File: src/rtl/fifo_pack.sv
// Shared defaults and helpers for the single-clock FIFO slice.
package fifo_pack;
    localparam int DEF_DATA_WIDTH = 8;
    localparam int DEF_DEPTH      = 16;
    localparam int DEF_AF_LEVEL   = DEF_DEPTH - 2;
    localparam int DEF_AE_LEVEL   = 2;
    localparam int RST_TIME       = 23;

    // Extra MSB separates full from empty when the pointers wrap.
    function automatic int ptr_width(input int depth);
        return $clog2(depth) + 1;
    endfunction

    localparam int PTR_WIDTH = ptr_width(DEF_DEPTH);
endpackage

File: src/rtl/fifo_mem.sv
// FIFO storage: synchronous write, read word registered into rd_data.
module fifo_mem
    import fifo_pack::*;
#(
    parameter int DATA_WIDTH = DEF_DATA_WIDTH,
    parameter int ADDR_WIDTH = 4
)(
    input  logic                  clk,
    input  logic                  rstn,
    input  logic                  wr_en,
    input  logic [ADDR_WIDTH-1:0] wr_addr,
    input  logic [DATA_WIDTH-1:0] wr_data,
    input  logic                  rd_en,
    input  logic [ADDR_WIDTH-1:0] rd_addr,
    output logic [DATA_WIDTH-1:0] rd_data
);
    localparam int WORDS = 1 << ADDR_WIDTH;

    logic [DATA_WIDTH-1:0] mem [WORDS];

    always_ff @(posedge clk) begin
        if (wr_en) begin
            mem[wr_addr] <= wr_data;
        end
    end

    // Array is left uncleared on reset; only the output register resets.
    always_ff @(posedge clk or negedge rstn) begin
        if (!rstn) begin
            rd_data <= '0;
        end else if (rd_en) begin
            rd_data <= mem[rd_addr];
        end
    end
endmodule

File: src/rtl/async_fifo.sv
// Single-clock circular-buffer FIFO with occupancy flags and error pulses.
module async_fifo
    import fifo_pack::*;
#(
    parameter int DATA_WIDTH = DEF_DATA_WIDTH,
    parameter int DEPTH      = DEF_DEPTH,
    parameter int AF_LEVEL   = DEPTH - 2,
    parameter int AE_LEVEL   = DEF_AE_LEVEL
)(
    input  logic                  wr_clk,
    input  logic                  rstn,
    input  logic                  wr_en,
    input  logic                  rd_en,
    input  logic [DATA_WIDTH-1:0] wr_data,
    output logic [DATA_WIDTH-1:0] rd_data,
    output logic                  full,
    output logic                  empty,
    output logic                  almost_full,
    output logic                  almost_empty,
    output logic                  overflow,
    output logic                  underflow
);
    localparam int PW = ptr_width(DEPTH);
    localparam int AW = PW - 1;

    logic [PW-1:0] wr_ptr;
    logic [PW-1:0] rd_ptr;
    logic [PW-1:0] occupancy;
    logic          wr_accept;
    logic          rd_accept;

    // Flags decode straight from the registered pointers, so reset clears them at once.
    always_comb begin
        occupancy    = wr_ptr - rd_ptr;
        full         = (occupancy == PW'(DEPTH));
        empty        = (occupancy == '0);
        almost_full  = (occupancy >= PW'(AF_LEVEL));
        almost_empty = (occupancy <= PW'(AE_LEVEL));
        wr_accept    = wr_en && !full;
        rd_accept    = rd_en && !empty;
    end

    always_ff @(posedge wr_clk or negedge rstn) begin
        if (!rstn) begin
            wr_ptr    <= '0;
            rd_ptr    <= '0;
            overflow  <= 1'b0;
            underflow <= 1'b0;
        end else begin
            if (wr_accept) begin
                wr_ptr <= wr_ptr + 1'b1;
            end
            if (rd_accept) begin
                rd_ptr <= rd_ptr + 1'b1;
            end
            overflow  <= wr_en && full;
            underflow <= rd_en && empty;
        end
    end

    fifo_mem #(
        .DATA_WIDTH (DATA_WIDTH),
        .ADDR_WIDTH (AW)
    ) u_mem (
        .clk     (wr_clk),
        .rstn    (rstn),
        .wr_en   (wr_accept),
        .wr_addr (wr_ptr[AW-1:0]),
        .wr_data (wr_data),
        .rd_en   (rd_accept),
        .rd_addr (rd_ptr[AW-1:0]),
        .rd_data (rd_data)
    );
endmodule

File: config.mk
export PLATFORM = sky130hd
export DESIGN_NAME = async_fifo
export DESIGN_NICKNAME = d
export VERILOG_FILES = /design/src/rtl/fifo_pack.sv /design/src/rtl/fifo_mem.sv /design/src/rtl/async_fifo.sv
export SDC_FILE = /design/constraint.sdc
export NUM_CORES = 1
export LEC_CHECK = 0
export CORE_UTILIZATION = 30
export DETAILED_ROUTE_END_ITERATION = 8
export GPL_ROUTABILITY_DRIVEN = 0
export GPL_TIMING_DRIVEN = 0
export PLACE_DENSITY = 0.57
export SLEW_MARGIN = 40
export SYNTH_ARGS = -nofsm -noshare
export SYNTH_HDL_FRONTEND = slang
export SYNTH_HIERARCHICAL = 1
export SYNTH_SLANG_ARGS = --single-unit
File: constraint.sdc
create_clock -name wr_clk -period 5.7 [get_ports wr_clk]
set_input_delay 0.57 -clock wr_clk [delete_from_list [all_inputs] [get_ports wr_clk]]
set_output_delay 0.57 -clock wr_clk [all_outputs]
set_load 0.05 [all_outputs]
==> impl_summary.txt, run 1 <==
----------------------------------------------------
[Status]
  Run status ... finished clean

[Drt]
  # DRC ... 0
  Vias after detailed routing ... 2,985
  First-pass DRT Iterations ... 4
  Wirelength per Cell ... 19.01 um
  Antenna Violating Nets Remaining ... 0
  Initial DRC count ... 153
  Detailed-route wire length ... 12,070 um
  Post-DR vias/cell ... 4.701

[Floorplan]
  Starting density of the core ... 30.93%
  FP Rows ... 51
  IO Count ... 26
  Die outline area ... 0.02091 sq mm
  Core Area ... 0.01972 sq mm
  Overall die width ... 144.6 um
  Die Y-Extent ... 144.6 um

[Synthesis]
  Net count after synthesis ... 331
  Cell type with the highest aggregate area in the netlist ... edfxtp_1
  Cell area after technology mapping ... 0.006100 sq mm
  Warnings from Yosys ... 6
  Most area-consuming cells after synthesis ... edfxtp_1 63%, mux4_2 9.6%, dfrtp_1 8.2%
  Number of distinct library cells after synthesis ... 41
  Top-area cell type share of the netlist area ... 63.02%
  Sequential element share of the synthesized area ... 71.22%
  Seq cells post-synth ... 148
  Number of instances in the synthesized netlist ... 312
  Mean instance size in the synthesized netlist ... 19.55 sq um

[STA]
  Worst clock skew ... 0.01067 ns
  Count of final hold-check violations ... 0
  Setup repair after global routing missed its margin ... false
  Final setup TNS ... 0 ns
  Worst setup slack after layout ... 1.444 ns
  Relative max-transition margin ... 46.92%
  Max-slew violation count ... 0
  Achievable frequency ... 0.2350 GHz
  Fraction of the cycle the final worst path needs ... 74.66%
  Endpoints failing setup ... 0
  Min cycle time layout ... 4.256 ns
  Actual transition at the worst max-transition pin ... 0.7919 ns

[Layout]
  Final net count ... 376
  Synth-to-layout area growth ... 19.90%
  Fraction of layout instances using a drive strength above 1 ... 27.57%
  Diode count ... 0
  Final std cells w/o fill ... 635

[Placed design]
  Number of port buffers ... 25
  DP Cell Count ... 603
  Post-Place Setup Slack ... 1.958 ns
  Dpl hpwl ... 7964 um

[Worst setup path]
  Max FO, Critical Path ... 11
  Category of the most critical setup path ... reg2out
  Data required time at the worst endpoint ... 5.13 ns
  CP Capture Point ... full
  Worst setup startpoint ... wr_ptr[0]
  Slack of the worst reg-to-reg path ... 1.97 ns
  Worst R2R Path Depth ... 11
  Worst r2r dst ... u_mem/mem[3][2]
  Category of the worst setup path launch point ... register
  Data arrival time of the critical path ... 3.69 ns
  Type of element capturing the critical path ... primary output
  FF-to-FF Start ... wr_ptr[0]

[Clock network]
  Sink count of the clock tree ... 148
  Post-CTS setup buffer count ... 0
  Clock latency at the later pin of the worst-skew pair ... 0.41 ns
  Clock buffer count from CTS ... 17
  Clock H-tree levels ... 4
  CTS tree ... yes
  Clk pin slew, worst setup/hold paths ... 0.06 ns
  Maximum buffer depth of the clock tree ... 2
  Number of buffers added to fix hold violations after cts ... 0
  Clock root cell ... clkbuf_16
  CTS resizes ... 0

[Hold path]
  Worst min-delay path class ... in2async

[Global route]
  First-pass GRT wire length ... 18,590 um
  Via count of the first global-routing pass ... 3,248
  Pin count of the biggest net entering global routing ... 21
  Remaining global-route overflow ... 0
  Combined global-route utilization of all metal layers ... 12.70%
  Initial antenna violation count ... 0

[Power and ir drop]
  Total design power ... 0.004124 W
  Power density over the cells ... 563.9 mW/mm^2
  Leakage Power ... 2.444 nW
  Highest ir drop seen on vdd ... 565.5 uV

[Flow run]
  Max-capacitance violation count ... 0

----------------------------------------------------
-- registers in the layout (all words and copies together), names as in the netlist --
register,count
u_mem/mem,128
u_mem/rd_data,8
rd_ptr,5
wr_ptr,5
overflow,1
underflow,1
-- kinds of logic after synthesis --
logic type | synth area share (%)
AO/OA/AOI/OAI | 4.226
XOR/XNOR | 1.579
adder cells (fa/ha/maj) | 1.559
buffers and inverters | 2.667
flip-flops | 71.22
multiplexers | 13.93
AND/OR/NAND/NOR | 4.821
-- per-layer routing --
metal / up-vias / global-route usage [%] / wire [um]
li1: 1359 / - / -
met1: 1563 / 15.79 / 5468
met2: 54 / 21.36 / 6118
met3: 9 / 3.477 / 372
met4: 0 / 4.044 / 109
met5: - / 0 / 0
-- cell usage in the layout (no fill, tap or decap), types with 2 or more instances in the layout --
cell type / synthesis / layout
dfrtp_1: 20 / 20
buf_6: 5 / 5
mux2i_1: 8 / 8
edfxtp_1: 128 / 128
clkinv_2: 0 / 5
nand2b_1: 3 / 3
inv_1: 9 / 9
buf_2: 2 / 3
xnor2_1: 5 / 5
a21oi_1: 3 / 3
buf_1: 4 / 4
o22ai_1: 7 / 7
a221oi_2: 8 / 8
xor2_1: 6 / 6
nor2_2: 0 / 12
clkinv_4: 0 / 2
clkdlybuf4s50_1: 0 / 24
nor3_2: 0 / 2
nand3b_1: 4 / 4
and2_1: 2 / 2
buf_4: 1 / 2
bufinv_16: 0 / 2
buf_12: 2 / 2
nand2_1: 5 / 5
mux4_2: 26 / 26
clkinvlp_4: 0 / 3
nor2_1: 23 / 11
clkbuf_16: 0 / 17
mux4_1: 6 / 6
and3_1: 3 / 3
nand3_1: 5 / 5
ha_1: 6 / 6
nor3_4: 0 / 2
-- worst min-delay path by stage --
stage | depth (start not counted) | endpoint | startpoint
floorplan | 0 | overflow | rstn
global placement | 1 | wr_ptr[4] | wr_ptr[4]
detailed placement | 1 | rd_ptr[4] | rd_ptr[4]
CTS | 1 | overflow | rstn
global route | 1 | rd_ptr[4] | rstn
finish | 1 | overflow | rstn
-- Yosys cell counts (all sizes together) --
master / n
mux2i: 8
nand3b: 4
xor2: 6
nand2: 5
a211o: 1
nand3: 5
and2: 3
xnor2: 5
mux2: 2
a2bb2o: 1
edfxtp: 128
and3: 3
a21oi: 3
nand2b: 4
nor2: 23
a31o: 1
or3b: 1
buf: 14
nand4: 1
a211oi: 1
fa: 1
o22ai: 8
inv: 9
a2111oi: 1
or2: 1
nor3: 5
dfrtp: 20
nor3b: 1
mux4: 32
ha: 6
nand4b: 1
a221oi: 8
-- through the flow --
step	cell area, sq um	hold slack (ns)	utilization [%]
2_1_floorplan	6100	0.2744	-
3_3_place_gp	6681	0.4807	33.89
3_5_place_dp	6724	0.4845	34.10
4_1_cts	7291	0.1220	36.98
5_1_grt	7313	0.1467	37.09
6_report	7313	0.1273	37.09
-- area by class of cell --
type                       instances  area, sq um
clock inverter                    14        137.6
multi-input combinational        141         1655
timing repair buffer              26        252.7
tap                              265        331.6
buffer                            14        128.9
sequential                       148         4344
fill                            1821        12400
inverter                           9        33.78
clock buffer                      18        429.2
-- power breakdown --
| part | total (W) | switching [W] | internal (W) |
|---|---|---|---|
| Clock | 0.00106 | 0.000415 | 0.000640 |
| Combinational | 0.00159 | 0.000901 | 0.000684 |
| Sequential | 0.00148 | 0.000129 | 0.00135 |
-- worst max-delay path, stage by stage (launching register included) --
cell and delay [ns]:
dfrtp_1 0.70, inv_1 0.09, ha_1 0.22, inv_1 0.07, fa_1 0.46, nor3b_1 0.23, nand4b_1 0.22, a211oi_4 0.40
clkdlybuf4s50_1 0.87
Power figures use the tool's default switching activity.
==> run 2, diff against run 1 <==
--- a/config.mk
+++ b/config.mk
@@ -9,7 +9,7 @@
 export DETAILED_ROUTE_END_ITERATION = 8
 export GPL_ROUTABILITY_DRIVEN = 0
 export GPL_TIMING_DRIVEN = 0
-export PLACE_DENSITY = 0.57
+export PLACE_DENSITY = 0.59
 export SLEW_MARGIN = 40
 export SYNTH_ARGS = -nofsm -noshare
 export SYNTH_HDL_FRONTEND = slang
==> constraint.sdc (replaced) <==
create_clock -name wr_clk -period 3.5 [get_ports wr_clk]
set_input_delay 0.35 -clock wr_clk [delete_from_list [all_inputs] [get_ports wr_clk]]
set_output_delay 0.35 -clock wr_clk [all_outputs]
set_load 0.05 [all_outputs]
==> run 2 against run 1 <==
Compared with the run above: setup slack lost 1.3 ns; sequential share of layout area fell by 1.7 points; count of clock-buffer cells in the layout is 1 lower; routed wire length up 2.1%; sequential power increased by 64%; clock skew fell by 0.00069 ns; design area increased by 3.1%; critical path depth increased by 1; final cell count increased by 1.6%; hold slack better by 0.31 ns; non-clock buffer count up 10; register-to-register slack worse by 1.8 ns; largest power group unchanged.
==> impl_summary.txt, run 2 (synthesis results as in run 1) <==
----------------------------------------------------
[Power and ir drop]
  Highest ir drop seen on vdd ... 872.3 uV
  Power density over the cells ... 924.2 mW/mm^2
  Leakage Power ... 2.551 nW

[STA]
  Worst-case hold slack ... 0.4374 ns
  Worst clock skew ... 0.009973 ns
  Actual transition at the worst max-transition pin ... 0.6993 ns
  Relative max-transition margin ... 53.38%
  Min cycle time layout ... 3.359 ns
  Worst setup slack after layout ... 0.1411 ns
  Fraction of the cycle the final worst path needs ... 95.97%
  Endpoints failing setup ... 0
  Count of final hold-check violations ... 0
  Max-slew violation count ... 0
  Achievable frequency ... 0.2977 GHz

[Layout]
  Regs by FF count ... u_mem/mem x128, u_mem/rd_data x8
  Fraction of layout instances using a drive strength above 1 ... 31.84%
  Synth-to-layout area growth ... 23.57%
  Commonest non-fill, non-tap cells in the layout ... 128 x edfxtp_1, 26 x mux4_2, 20 x clkdlybuf4s50_1
  Number of flip-flops in the largest register ... 128
  Final net count ... 386
  Largest register by flop count ... u_mem/mem
  Final Cell Area ... 0.007537 sq mm
  Diode count ... 0
  Most frequent standard cell in the layout excluding fill and tap cells ... edfxtp_1
  Number of inserted filler cells in the final layout ... 1,800

[Worst setup path]
  Category of the worst setup path launch point ... register
  Type of element capturing the critical path ... primary output
  Worst path buffer plus inverter count ... 4
  Max FO, Critical Path ... 11
  CP Capture Point ... full
  Slowest cell on crit path ... dfrtp_4
  Worst r2r dst ... u_mem/mem[8][1]
  Critical path cell sequence ... inv_1 -> ha_1 -> inv_1 -> fa_1 -> nand3b_1 -> a211o_1 -> a211oi_4 -> buf_4 -> clkbuf_4
  Worst R2R Path Depth ... 12
  Maximum single-stage delay on the critical path ... 0.58 ns
  Data arrival time of the critical path ... 3.01 ns
  Slack of the worst reg-to-reg path ... 0.15 ns
  CP top delay family ... adder cells
  Data required time at the worst endpoint ... 3.15 ns
  Worst path most repeated cell ... inv_1
  FF-to-FF Start ... wr_ptr[0]
  Critical path depth ... 9
  Worst setup startpoint ... wr_ptr[0]
  Category of the most critical setup path ... reg2out

[Floorplan]
  FP Rows ... 51
  Die Y-Extent ... 144.6 um
  Starting density of the core ... 30.93%
  Core Area ... 0.01972 sq mm
  Die outline area ... 0.02091 sq mm
  IO Count ... 26
  Overall die width ... 144.6 um

[Drt]
  # DRC ... 0
  Vias after detailed routing ... 3,052
  Wirelength per Cell ... 19.10 um
  Initial DRC count ... 178
  Post-DR vias/cell ... 4.732
  First-pass DRT Iterations ... 4
  Detailed-route wire length ... 12,320 um
  Antenna Violating Nets Remaining ... 0

[Placed design]
  Cell Area, Placed ... 0.006738 sq mm
  Dpl hpwl ... 7832 um
  Post-Place Setup Slack ... -0.3794 ns
  Number of port buffers ... 25

[Clock network]
  Sink count of the clock tree ... 148
  Clock H-tree levels ... 4
  Clock buffer count from CTS ... 17
  Clock root cell ... clkbuf_16
  CTS tree ... yes
  Clock latency at the later pin of the worst-skew pair ... 0.41 ns
  Maximum buffer depth of the clock tree ... 2
  Clk pin slew, worst setup/hold paths ... 0.06 ns

[Global route]
  Initial antenna violation count ... 0
  Remaining global-route overflow ... 0
  Pin count of the biggest net entering global routing ... 21
  Via count of the first global-routing pass ... 3,166
  First-pass GRT wire length ... 18,600 um
  Combined global-route utilization of all metal layers ... 12.76%

[Flow run]
  Max-capacitance violation count ... 0

[Hold path]
  Worst min-delay path class ... in2async

[Status]
  Run status ... finished clean

----------------------------------------------------
## run 2: worst min-delay path by stage
| stage | start | to | cells past startpoint |
|---|---|---|---|
| final | rstn | wr_ptr[4] | 2 |
| after detailed placement | rstn | overflow | 1 |
| after CTS | rstn | rd_ptr[4] | 2 |
| after global placement | wr_ptr[4] | wr_ptr[4] | 1 |
| after floorplan | rstn | overflow | 0 |
| after global routing | rstn | overflow | 2 |
## run 2: metrics by stage
step / cells / util (%) / total power (W) / setup TNS [ns]
detailed placement: 603 / 34.17 / 0.005057 / -7.575
CTS: 637 / 37.35 / 0.006880 / -3.287
global placement: 602 / 33.94 / 0.004961 / -17.98
floorplan: 312 / - / 0.004324 / 0
finish: 645 / 38.23 / 0.006966 / 0
global route: 645 / 38.23 / 0.007325 / -0.08240
## run 2: report_power, final
group / switching (W) / internal (W)
logic: 0.00155 / 0.00119
registers: 0.000214 / 0.00221
clock network: 0.000731 / 0.00107
total: 0.00250 / 0.00447
## run 2: routing by layer
layer | track usage (%) | up-vias | share of wire [%] | wire [um]
li1 | - | 1374 | - | -
met1 | 16.72 | 1618 | 44 | 5439
met2 | 20.37 | 58 | 51 | 6309
met3 | 3.874 | 2 | 4.3 | 533
met4 | 3.657 | 0 | 0.31 | 38
met5 | 0 | - | 0 | 0
## run 2: what timing repair did
action / 4_1_cts / 5_1_grt
hold buffers: 1 / 0
hold endpoints to repair: 20 / 0
setup endpoints to repair: 59 / 137
resized for setup: 5 / 24
buffers inserted: 1 / 9
pin swaps: 1 / 5
## run 2: final cells by class
cell class	count	area [sq um]	area share [%]
Buffer	13	125.1	1.660
Multi-Input combinational cell	141	1730	22.96
Sequential cell	148	4348	57.69
Timing Repair Buffer	37	375.4	4.980
Tap cell	265	331.6	4.399
Inverter	9	33.78	0.4482
Clock buffer	17	425.4	5.644
Clock inverter	15	167.7	2.224
==> run 3, diff against run 2 <==
--- a/config.mk
+++ b/config.mk
@@ -5,6 +5,7 @@
 export SDC_FILE = /design/constraint.sdc
 export NUM_CORES = 1
 export LEC_CHECK = 0
+export ABC_AREA = 1
 export CORE_UTILIZATION = 30
 export DETAILED_ROUTE_END_ITERATION = 8
 export GPL_ROUTABILITY_DRIVEN = 0
==> run 3 against run 2 <==
Compared with the run above: register-to-register slack better by 0.06 ns; design area increased by 1.6%; core utilization is 1.9 points lower; sequential power decreased by 4%; die area is 6.3% higher; via count increased by 39%.
==> impl_summary.txt, run 3 <==
----------------------------------------------------
[Status]
  Run status ... finished clean

[Synthesis]
  Most area-consuming cells after synthesis ... edfxtp_1 59%, nand2_1 13%, nand3_1 9.0%
  Net count after synthesis ... 611
  Number of distinct library cells after synthesis ... 22
  Seq cells post-synth ... 148
  Simple-Gate Fraction of Synth Area ... 24.73%
  Mean instance size in the synthesized netlist ... 10.97 sq um
  EDFF count, synth ... 128
  Cell type with the highest aggregate area in the netlist ... edfxtp_1
  Async SR Flop Fraction ... 13.51%
  Cell with the most instances after synthesis ... nand2_1
  Post-synth top cells ... 230 x nand2_1, 128 x edfxtp_1, 117 x nand3_1
  Top-area cell type share of the netlist area ... 59.20%
  Multiplexer share of the synthesized area ... 0%
  XOR/XNOR share of the synthesized area ... 1.060%
  Adder-cell area share of the yosys netlist ... 1.465%
  Combinational family with the most area after synthesis ... simple AND/OR/NAND/NOR gates
  Warnings from Yosys ... 6
  Cell area after technology mapping ... 0.006492 sq mm
  Sequential element share of the synthesized area ... 66.91%
  Post-synthesis compound-gate area fraction ... 0.3854%
  Number of instances in the synthesized netlist ... 592
  Most frequently used flop master after synthesis ... edfxtp_1

[Power and ir drop]
  Relative contribution of combinational cells to total power ... 43.0%
  Power Internal ... 0.004222 W
  Switching power ... 0.002891 W
  Leakage Power ... 3.029 nW
  Power density over the cells ... 928.4 mW/mm^2
  Part of the total power dissipated in the clock network ... 24.4%
  Highest ir drop seen on vdd ... 451.1 uV
  Switching share of power ... 40.64%
  Sequential share of power ... 32.6%

[Clock network]
  Clock buffer count from CTS ... 17
  Maximum buffer depth of the clock tree ... 2
  Post-CTS setup buffer count ... 0
  CTS tree ... yes
  Sink count of the clock tree ... 148
  Clock H-tree levels ... 4
  Clock latency at the later pin of the worst-skew pair ... 0.42 ns
  Clk pin slew, worst setup/hold paths ... 0.06 ns
  Clock root cell ... clkbuf_16

[STA]
  Worst clock skew ... 0.008077 ns
  Worst setup slack after layout ... 0.1836 ns
  Achievable frequency ... 0.3015 GHz
  Fraction of the cycle the final worst path needs ... 94.75%
  Worst-case hold slack ... 0.3967 ns
  Endpoints failing setup ... 0
  Actual transition at the worst max-transition pin ... 0.8776 ns
  Min cycle time layout ... 3.316 ns
  Setup repair after global routing missed its margin ... false
  Count of final hold-check violations ... 0
  Max-slew violation count ... 0
  Final setup TNS ... 0 ns
  Relative max-transition margin ... 41.28%

[Global route]
  Via count of the first global-routing pass ... 3,890
  Combined global-route utilization of all metal layers ... 14.43%
  Pin count of the biggest net entering global routing ... 21
  Remaining global-route overflow ... 0
  Initial antenna violation count ... 0
  First-pass GRT wire length ... 22,840 um

[Hold path]
  Sink of the worst hold path ... u_mem/mem[4][3]
  Hold Crit Depth ... 1
  Hold path start ... wr_data[3]
  Worst min-delay path class ... in2reg

[Placed design]
  DP Cell Count ... 892
  Number of port buffers ... 25
  Dpl hpwl ... 10,110 um
  Post-Place Setup Slack ... 0.2711 ns
  Cell Area, Placed ... 0.007084 sq mm

[Floorplan]
  Core Area ... 0.02109 sq mm
  IO Count ... 26
  Overall die width ... 149.1 um
  FP Rows ... 53
  Starting density of the core ... 30.79%
  Die outline area ... 0.02223 sq mm
  Die Y-Extent ... 149.1 um

[Worst setup path]
  Slowest cell on crit path ... clkdlybuf4s50_1
  FF-to-FF Start ... rd_ptr[0]
  CP top delay family ... buffers and inverters
  Data required time at the worst endpoint ... 3.15 ns
  Worst r2r dst ... u_mem/mem[10][5]
  Type of element capturing the critical path ... primary output
  Category of the most critical setup path ... reg2out
  Worst path buffer plus inverter count ... 2
  Critical path cell sequence ... ha_1 -> inv_1 -> fa_1 -> nand3_1 -> nand2_1 -> nand2_1 -> nand2_2 -> nor2_1 -> clkdlybuf4s50_1
  Worst path most repeated cell ... nand2_1
  Category of the worst setup path launch point ... register
  Maximum single-stage delay on the critical path ... 0.81 ns
  Slack of the worst reg-to-reg path ... 0.21 ns
  Max FO, Critical Path ... 7
  Data arrival time of the critical path ... 2.97 ns
  Worst R2R Path Depth ... 12

[Drt]
  # DRC ... 0
  Antenna Violating Nets Remaining ... 0
  Initial DRC count ... 330
  Vias after detailed routing ... 4,247
  Wirelength per Cell ... 16.29 um
  Post-DR vias/cell ... 4.591
  Detailed-route wire length ... 15,070 um
  First-pass DRT Iterations ... 5

[Layout]
  Final net count ... 656
  Final std cells w/o fill ... 925
  Commonest non-fill, non-tap cells in the layout ... 230 x nand2_1, 128 x edfxtp_1, 117 x nand3_1
  Fraction of layout instances using a drive strength above 1 ... 10.62%
  Number of flip-flops in the largest register ... 128
  Final Cell Area ... 0.007661 sq mm
  Largest register by flop count ... u_mem/mem
  Regs by FF count ... u_mem/mem x128, u_mem/rd_data x8
  Diode count ... 0
  Most frequent standard cell in the layout excluding fill and tap cells ... nand2_1
  Synth-to-layout area growth ... 18.00%

[Flow run]
  Max-capacitance violation count ... 0

----------------------------------------------------
run 3: stage by stage:
stage | util [%] | power [W]
finish | 36.33 | 0.007113
global route | 36.33 | 0.007541
CTS | 36.33 | 0.007161
detailed placement | 33.59 | 0.005414
global placement | 33.61 | 0.005384
floorplan | - | 0.004502
run 3: what timing repair did:
action                     CTS  global route
resized for setup            1             1
hold buffers                 1             0
setup endpoints to repair    1             1
hold endpoints to repair    20             0
run 3: kinds of logic (layout without fill, tap and decap cells):
logic type,after synthesis,count (layout)
flops,148,148
simple gates,376,376
xor+xnor,7,7
compound gates,4,4
fa+ha+maj,7,7
buf+inv,50,108
run 3: layout make-up:
class | instances | area (sq um)
plain buffers | 25 | 260.3
clock buffers | 19 | 432.9
inverters | 25 | 93.84
flip-flops and latches | 148 | 4344
well taps | 275 | 344.1
repair buffers | 26 | 251.5
multi-input cells | 394 | 1799
fillers | 2077 | 13430
clock inverters | 13 | 135.1
run 3: how the worst max path moves through the flow:
stage | from | end | slack, ns | cells past startpoint
after floorplan | wr_ptr[0] | almost_full | 0.67 | 6
after global placement | rd_ptr[0] | u_mem/mem[2][3] | 0.30 | 12
after detailed placement | rd_ptr[0] | u_mem/mem[10][5] | 0.27 | 12
after CTS | rd_ptr[0] | empty | 0.01 | 9
after global routing | rd_ptr[0] | almost_empty | 0.008 | 9
final | rd_ptr[0] | almost_empty | 0.18 | 9
run 3: power by group through the flow:
stage | Combinational (W) | Clock [W] | Sequential, W
final | 0.00306 | 0.00174 | 0.00232
after detailed placement | 0.00306 | 0 | 0.00235
after global routing | 0.00335 | 0.00184 | 0.00235
after CTS | 0.00307 | 0.00177 | 0.00232
after global placement | 0.00303 | 0 | 0.00235
after floorplan | 0.00201 | 0 | 0.00249
run 3: routing by layer:
metal	track usage (%)	part of all wire (%)	wire (um)	vias to the layer above
met4	7.551	3.1	471	0
met5	0	0	0	-
li1	-	-	-	2098
met2	21.19	45	6732	142
met1	19.77	46	6962	1980
met3	3.364	6.0	898	27
